`src/rtl/program_loader.sv`:
```
// Purpose : framed byte-stream bootloader; writes payload bytes into program memory and
//           holds the CPU in reset until a frame's checksum verifies.
// Latency : every output is registered, one cycle after the rx_valid edge that causes it.
// Backpressure: none; accepts one byte per cycle back-to-back, one write per payload byte.
//
// Ports:
//   clk, reset             rising-edge clock, asynchronous active-high reset
//   rx_data, rx_valid      byte stream from the UART receiver (one-cycle strobe per byte)
//   mem_we/addr/wdata      program memory write port, one cycle per payload byte
//   cpu_hold               1 holds the CPU in reset
//   busy                   1 while a frame is being decoded
//   load_done              one-cycle pulse on a good frame
//   load_error             sticky; cleared by the next accepted sync byte or reset
module program_loader #(
    parameter int          ADDR_WIDTH     = 16,
    parameter int          DATA_WIDTH     = 8,
    parameter logic [7:0]  SYNC_BYTE      = 8'hA5,
    parameter int          TIMEOUT_CYCLES = 1_000_000
) (
    input  logic                  clk,
    input  logic                  reset,
    input  logic [7:0]            rx_data,
    input  logic                  rx_valid,
    output logic                  mem_we,
    output logic [ADDR_WIDTH-1:0] mem_addr,
    output logic [DATA_WIDTH-1:0] mem_wdata,
    output logic                  cpu_hold,
    output logic                  busy,
    output logic                  load_done,
    output logic                  load_error
);
    localparam int TW = $clog2(TIMEOUT_CYCLES + 1);

    typedef enum logic [2:0] {
        S_IDLE, S_ADDR_HI, S_ADDR_LO, S_LEN_HI, S_LEN_LO, S_DATA, S_CHECK
    } state_t;

    state_t                state_q, state_d;
    logic [7:0]            hi_q, hi_d;
    logic [ADDR_WIDTH-1:0] addr_q, addr_d;
    logic [15:0]           len_q, len_d;
    logic [7:0]            sum_q, sum_d;
    logic [TW-1:0]         tmo_q, tmo_d;
    logic                  mem_we_q, mem_we_d;
    logic [ADDR_WIDTH-1:0] mem_addr_q, mem_addr_d;
    logic [DATA_WIDTH-1:0] mem_wdata_q, mem_wdata_d;
    logic                  cpu_hold_q, cpu_hold_d;
    logic                  busy_q, busy_d;
    logic                  load_done_q, load_done_d;
    logic                  load_error_q, load_error_d;

    logic [7:0]  sum_add;
    logic [15:0] len_full;

    assign sum_add  = sum_q + rx_data;
    assign len_full = {len_q[15:8], rx_data};

    always_comb begin
        state_d      = state_q;
        hi_d         = hi_q;
        addr_d       = addr_q;
        len_d        = len_q;
        sum_d        = sum_q;
        tmo_d        = tmo_q;
        mem_we_d     = 1'b0;
        mem_addr_d   = mem_addr_q;
        mem_wdata_d  = mem_wdata_q;
        cpu_hold_d   = cpu_hold_q;
        load_done_d  = 1'b0;
        load_error_d = load_error_q;

        if (state_q == S_IDLE) begin
            tmo_d = '0;
            if (rx_valid && rx_data == SYNC_BYTE) begin
                state_d      = S_ADDR_HI;
                cpu_hold_d   = 1'b1;
                load_error_d = 1'b0;
                sum_d        = 8'h00;
            end
        end else if (rx_valid) begin
            // Every byte after SYNC, including CHK, is part of the checksum.
            tmo_d = '0;
            sum_d = sum_add;
            case (state_q)
                S_ADDR_HI: begin
                    hi_d    = rx_data;
                    state_d = S_ADDR_LO;
                end
                S_ADDR_LO: begin
                    addr_d  = ADDR_WIDTH'({hi_q, rx_data});
                    state_d = S_LEN_HI;
                end
                S_LEN_HI: begin
                    len_d   = {rx_data, 8'h00};
                    state_d = S_LEN_LO;
                end
                S_LEN_LO: begin
                    len_d   = len_full;
                    state_d = (len_full == 16'h0000) ? S_CHECK : S_DATA;
                end
                S_DATA: begin
                    mem_we_d    = 1'b1;
                    mem_addr_d  = addr_q;
                    mem_wdata_d = DATA_WIDTH'(rx_data);
                    addr_d      = addr_q + 1'b1;
                    len_d       = len_q - 16'd1;
                    if (len_q == 16'd1) state_d = S_CHECK;
                end
                S_CHECK: begin
                    state_d = S_IDLE;
                    if (sum_add == 8'h00) begin
                        load_done_d = 1'b1;
                        cpu_hold_d  = 1'b0;
                    end else begin
                        load_error_d = 1'b1;
                    end
                end
                default: state_d = S_IDLE;
            endcase
        end else if (tmo_q == TW'(TIMEOUT_CYCLES - 1)) begin
            // Idle for TIMEOUT_CYCLES cycles since the last byte: abandon the frame.
            // cpu_hold is left set so a half-loaded image never runs.
            state_d      = S_IDLE;
            load_error_d = 1'b1;
            tmo_d        = '0;
        end else begin
            tmo_d = tmo_q + 1'b1;
        end

        busy_d = (state_d != S_IDLE);
    end

    always_ff @(posedge clk or posedge reset) begin
        if (reset) begin
            state_q      <= S_IDLE;
            hi_q         <= '0;
            addr_q       <= '0;
            len_q        <= '0;
            sum_q        <= '0;
            tmo_q        <= '0;
            mem_we_q     <= 1'b0;
            mem_addr_q   <= '0;
            mem_wdata_q  <= '0;
            cpu_hold_q   <= 1'b0;
            busy_q       <= 1'b0;
            load_done_q  <= 1'b0;
            load_error_q <= 1'b0;
        end else begin
            state_q      <= state_d;
            hi_q         <= hi_d;
            addr_q       <= addr_d;
            len_q        <= len_d;
            sum_q        <= sum_d;
            tmo_q        <= tmo_d;
            mem_we_q     <= mem_we_d;
            mem_addr_q   <= mem_addr_d;
            mem_wdata_q  <= mem_wdata_d;
            cpu_hold_q   <= cpu_hold_d;
            busy_q       <= busy_d;
            load_done_q  <= load_done_d;
            load_error_q <= load_error_d;
        end
    end

    assign mem_we     = mem_we_q;
    assign mem_addr   = mem_addr_q;
    assign mem_wdata  = mem_wdata_q;
    assign cpu_hold   = cpu_hold_q;
    assign busy       = busy_q;
    assign load_done  = load_done_q;
    assign load_error = load_error_q;

endmodule

```
`config.mk`:
```
export PLATFORM = sky130hd
export DESIGN_NAME = program_loader
export DESIGN_NICKNAME = d
export VERILOG_FILES = /design/src/rtl/program_loader.sv
export SDC_FILE = /design/constraint.sdc
export NUM_CORES = 1
export LEC_CHECK = 0
export BUFFER_PORTS_ARGS = -buffer_cell sky130_fd_sc_hd__buf_2
export CORE_MARGIN = 4
export CORE_UTILIZATION = 65
export DETAILED_ROUTE_END_ITERATION = 7
export PLACE_DENSITY = 0.94
export SLEW_MARGIN = 20
export SYNTH_ARGS = -nofsm -noshare
export SYNTH_HDL_FRONTEND = slang
export SYNTH_SLANG_ARGS = --single-unit
```
`constraint.sdc`:
```
create_clock -name clk -period 10.2 [get_ports clk]
set_input_delay 2.04 -clock clk [delete_from_list [all_inputs] [get_ports clk]]
set_output_delay 2.04 -clock clk [all_outputs]
set_load 0.02 [all_outputs]
```
Yosys cells after proc, flatten, opt, wreduce, memory -nomap -nowiden
Cells that the tools add are included.
Storage, ports and cells
  register bits: 100
  input bits: 11
  output and inout port bits: 29
  word-level logic and storage cells: 85
Operators by class
  add/sub/neg operators: 4
  equal/unequal tests: 12
  muxes and demuxes: 33
  bitwise gates (word level): 2
  reductions and logical operators: 20
Operators by type and width (number)
  $mux 20: 3
  $pmux 16 s3: 1
  $pmux 16 s2: 1
  $mux 8: 3
  $add 20x1->20 const B: 1
  $eq 20x20->1 const B: 1
  $mux 1: 18
  $add 16x1->16 const B: 1
  $eq 16x1->1 const B: 1
  $logic_not 16->1: 1
  $sub 16x1->16 const B: 1
  $mux 3: 5
  $pmux 3 s5: 1
  $reduce_and 3->1: 4
  $reduce_and 4->1: 3
  $reduce_bool 2->1: 5
  $eq 3x3->1 const B: 3
  $reduce_bool 3->1: 3
  $add 8x8->8: 1
  $eq 8x8->1 const B: 1
  $logic_not 8->1: 1
  $eq 3x2->1 const B: 2
  $eq 3x1->1 const B: 1
  $logic_not 3->1: 1
  other kinds (7): 8

Logic depth before layout (Yosys ltp)
  word-level depth: 6
  mapped depth: 8

Least setup slack after synthesis
OpenSTA, ideal clock, no wires.
  kind: input-to-reg
  start: input rx_data[0]
  end: register load_error_q, in the netlist load_error
  data arrival time: 3.706 ns
  data required time: 10.075 ns
  path slack: 6.369 ns
  stages: 8
  path buffers: 0
  path through: ha_1 -> fa_1 -> a211oi_1 -> nor4b_1 -> a311oi_1 -> nand2_1 -> nor4_1 -> nor2_1
Between the ends
  word-level cells in the longest chain between the ends: 4
  elaborated cells on any way between the ends: 7
  those cells by class: add/sub: 1; eq/ne: 3; reduce/logical: 3
RTL lines
  start: declaration: line 22  | input logic [7:0] rx_data,
  $add 8x8->8 / $eq 8x8->1 (equally long branches): line 55, 74
  $logic_not 8->1 / $logic_and 1x1->1 (equally long branches): line 111, 74
  $ne 3x3->1 (no line) / $ne 2x1->1 (equally long branches)
  $reduce_and 4->1 (no line) *
  end signal: assignment: line 161  | load_error_q <= load_error_d;
  end: declaration: line 50  | logic load_error_q, load_error_d;
Every way passes the cells marked *; elsewhere a longest branch is shown, timed or not.
A chain may end at the register's enable or synchronous reset.

Final worst setup path
Ends and elaborated chain as after synthesis.

==> flow_metrics.tcl <==
set metrics [dict create \
    outcome "complete, no violations" \
    finalWeightedCongestion 0.958 \
    leakagePower_nw 2.57 \
    drt_iter0_drc 495 \
    period_share 0.382 \
    post_drt_wl_per_cell_um 18.0 \
    drc_errors 0 \
    ant_nets 0 \
    cp-endpoint "load_error$_DFFE_PP0P_" \
    cts_root_buf "clkbuf_8" \
    yosysUniqueCellTypes 61 \
    worstSetupEndpointType "flip-flop" \
    arrival_ns 4.17 \
    path_clk_slew_ns 0.11 \
    grt_pass1_vias 4441 \
    r2r-start "state_q[0]$_DFF_PP0_" \
    yosysSeqAreaShare 0.479 \
    syn_area_um2 5220 \
    die_area_um2 9530 \
    hold_violations 0 \
    critical_path_class "in2reg" \
    drive_gt1_frac 0.127 \
    clock_latency_ns 0.38 \
    cts_resized 0 \
    grt_overflow 0 \
    h-tree-depth 3 \
    dp_hpwl_mm 8.60 \
    rrSetupSlack_ns 7.08 \
    grt_use_met1 0.383 \
    drt_wl_total_mm 13.0 \
    skew_ns 0.0132 \
    relSlewSlack 0.275 \
    die_h_um 97.6 \
    nFillCells 586 \
    synth_fp_nets 613 \
    tritoncts "done" \
    timing.rr.end "addr_q[14]$_DFFE_PP0P_" \
    peakVddDrop_mv 0.161 \
    min_period_ns 3.90 \
    min_path_type "reg2reg" \
    vias_per_cell 6.47 \
    cts_buffers 9 \
    clkSinkCount 100 \
    synth-warning-count 0 \
    cp-startpoint "rx_data[0]" \
    synthCells 590 \
    grt_max_degree 58 \
    synthArstFlopShare 1.00 \
    crit_fanout 11 \
    setup_tns_ns 0 \
    first_pass_iters 5 \
    fmax_mhz 257 \
    powerDensity_nw_per_um2 282 \
    maxSlewViolCount 0 \
    grt_pass1_wl_mm 22.1 \
    grt-busiest-layer "met2" \
    port-buffer-count 39 \
    antenna_found_initial 0 \
    cts_setup_buffers 0 \
    synth_edf_count 0 \
    via_count 4673 \
    area_growth_pct 8.61 \
    use_met3 0.0639 \
    die_x_um 97.6 \
    diodes 0 \
    drv_cap 0 \
    ys_ff_latch 100 \
    grt_usage 0.282 \
    yosys_most_used_dff "dfrtp_1" \
    use_met2 0.449 \
    r2r_cells 6 \
    hold_ws_ns 0.481 \
    hold_buffers 0 \
    layout.nets 638 \
    layout.cells.most_common "nand2_1" \
    cp.required_ns 10.47 \
    finalSetupViolations 0 \
    worst_slew_pin_slew_ns 1.08 \
    rsz0062_at_grt "no" \
    placementRows 32 \
    design.core.area_um2 7770 \
    cp-start-kind "input pin" \
    start_util 0.672 \
    synth.avg_cell_area_um2 8.85 \
    ios 40 \
    cts_buffer_depth 2 \
    final_cell_mix "nand2_1 (116), dfrtp_1 (100), o21ai_0 (49)" \
]
-- cells by family after synthesis --
| kind of cell | after synthesis | share of synthesized area |
|---|---|---|
| DFF | 100 | 0.479 |
| AOI/OAI and AO/OA | 144 | 0.163 |
| xor gates and xnor gates | 22 | 0.0369 |
| buffers and inverters | 39 | 0.0280 |
| muxes | 12 | 0.0249 |
| and+or+nand+nor | 261 | 0.238 |
| adders and majority gates | 12 | 0.0302 |
-- Yosys cell counts, types with 3 or more instances --
master | instances | share of area
nor3_1 | 11 | 0.011
buf_1 | 3 | 0.0022
dfrtp_1 | 100 | 0.48
nor4b_1 | 4 | 0.0067
o21ai_0 | 49 | 0.047
a31oi_1 | 5 | 0.0060
clkbuf_1 | 26 | 0.019
o21ai_1 | 5 | 0.0048
o31ai_1 | 3 | 0.0043
or3_1 | 6 | 0.0072
xor2_1 | 11 | 0.018
or2_2 | 3 | 0.0036
nor2_1 | 47 | 0.034
nand2_1 | 116 | 0.083
inv_1 | 10 | 0.0072
and4_1 | 3 | 0.0050
nand4_1 | 9 | 0.011
a22oi_1 | 6 | 0.0086
a211oi_1 | 3 | 0.0043
o32ai_1 | 3 | 0.0050
nor4_1 | 7 | 0.0084
o22ai_1 | 5 | 0.0060
ha_1 | 11 | 0.026
mux2i_1 | 4 | 0.0077
a21oi_1 | 43 | 0.041
xnor2_1 | 11 | 0.018
nand3_1 | 22 | 0.021
o21bai_1 | 4 | 0.0058
and3_1 | 11 | 0.013
mux2_2 | 8 | 0.017
nand2b_1 | 5 | 0.0060
-- sequential cells by signal (all words and copies together) (netlist names) --
register    flops
sum_q           8
busy            1
load_done       1
cpu_hold        1
mem_we          1
len_q          16
load_error      1
hi_q            8
mem_wdata       8
tmo_q          20
state_q         3
mem_addr       16
addr_q         16
-- worst min path at each step --
| stage | startpoint | end | slack [ns] | depth (start not counted) |
|---|---|---|---|---|
| floorplan | tmo_q[0]$_DFF_PP0_ | tmo_q[0]$_DFF_PP0_ | 0.45 | 1 |
| detailed placement | mem_addr[5]$_DFFE_PP0P_ | mem_addr[5]$_DFFE_PP0P_ | 0.46 | 2 |
| global placement | mem_addr[14]$_DFFE_PP0P_ | mem_addr[14]$_DFFE_PP0P_ | 0.45 | 2 |
| CTS | mem_addr[5]$_DFFE_PP0P_ | mem_addr[5]$_DFFE_PP0P_ | 0.48 | 2 |
| finish | mem_addr[5]$_DFFE_PP0P_ | mem_addr[5]$_DFFE_PP0P_ | 0.48 | 2 |
| global route | mem_addr[11]$_DFFE_PP0P_ | mem_addr[11]$_DFFE_PP0P_ | 0.50 | 2 |
-- power by group --
group	switching (mW)	internal [mW]
Clock	0.156	0.0973
Sequential	0.147	0.539
Combinational	0.412	0.248
-- stage by stage --
step	cells	cell area [um^2]	util	setup WS (ns)	power, mW
finish	722	5670	0.730	6.30	1.60
floorplan	590	5220	-	5.54	1.14
global route	722	5670	0.730	6.18	1.71
detailed placement	706	5470	0.704	5.94	1.33
CTS	722	5660	0.729	6.34	1.59
global placement	706	5470	0.704	6.04	1.28
-- cell type report --
cell class | count | area, um^2 | area share
Tap cell | 102 | 128 | 0.0225
Multi-Input combinational cell | 451 | 2580 | 0.454
Inverter | 10 | 40.0 | 0.00706
Timing Repair Buffer | 43 | 225 | 0.0397
Clock inverter | 7 | 73.8 | 0.0130
Sequential cell | 100 | 2500 | 0.441
Clock buffer | 9 | 124 | 0.0218
-- layer usage --
metal  up-vias  part of all wire
met5         -                 0
met1      2250              0.40
met4         0             0.030
met3        47             0.087
met2       240              0.49
li1       2136                 -
-- critical path, stage by stage --
cell      delay, ns
buf_2          0.17
ha_1           0.26
fa_1           0.42
a211oi_1       0.35
nor4b_1        0.10
a311oi_1       0.32
nand2_1        0.13
nor4_1         0.30
nor2_1         0.07
(Power assumes the default switching activity.)
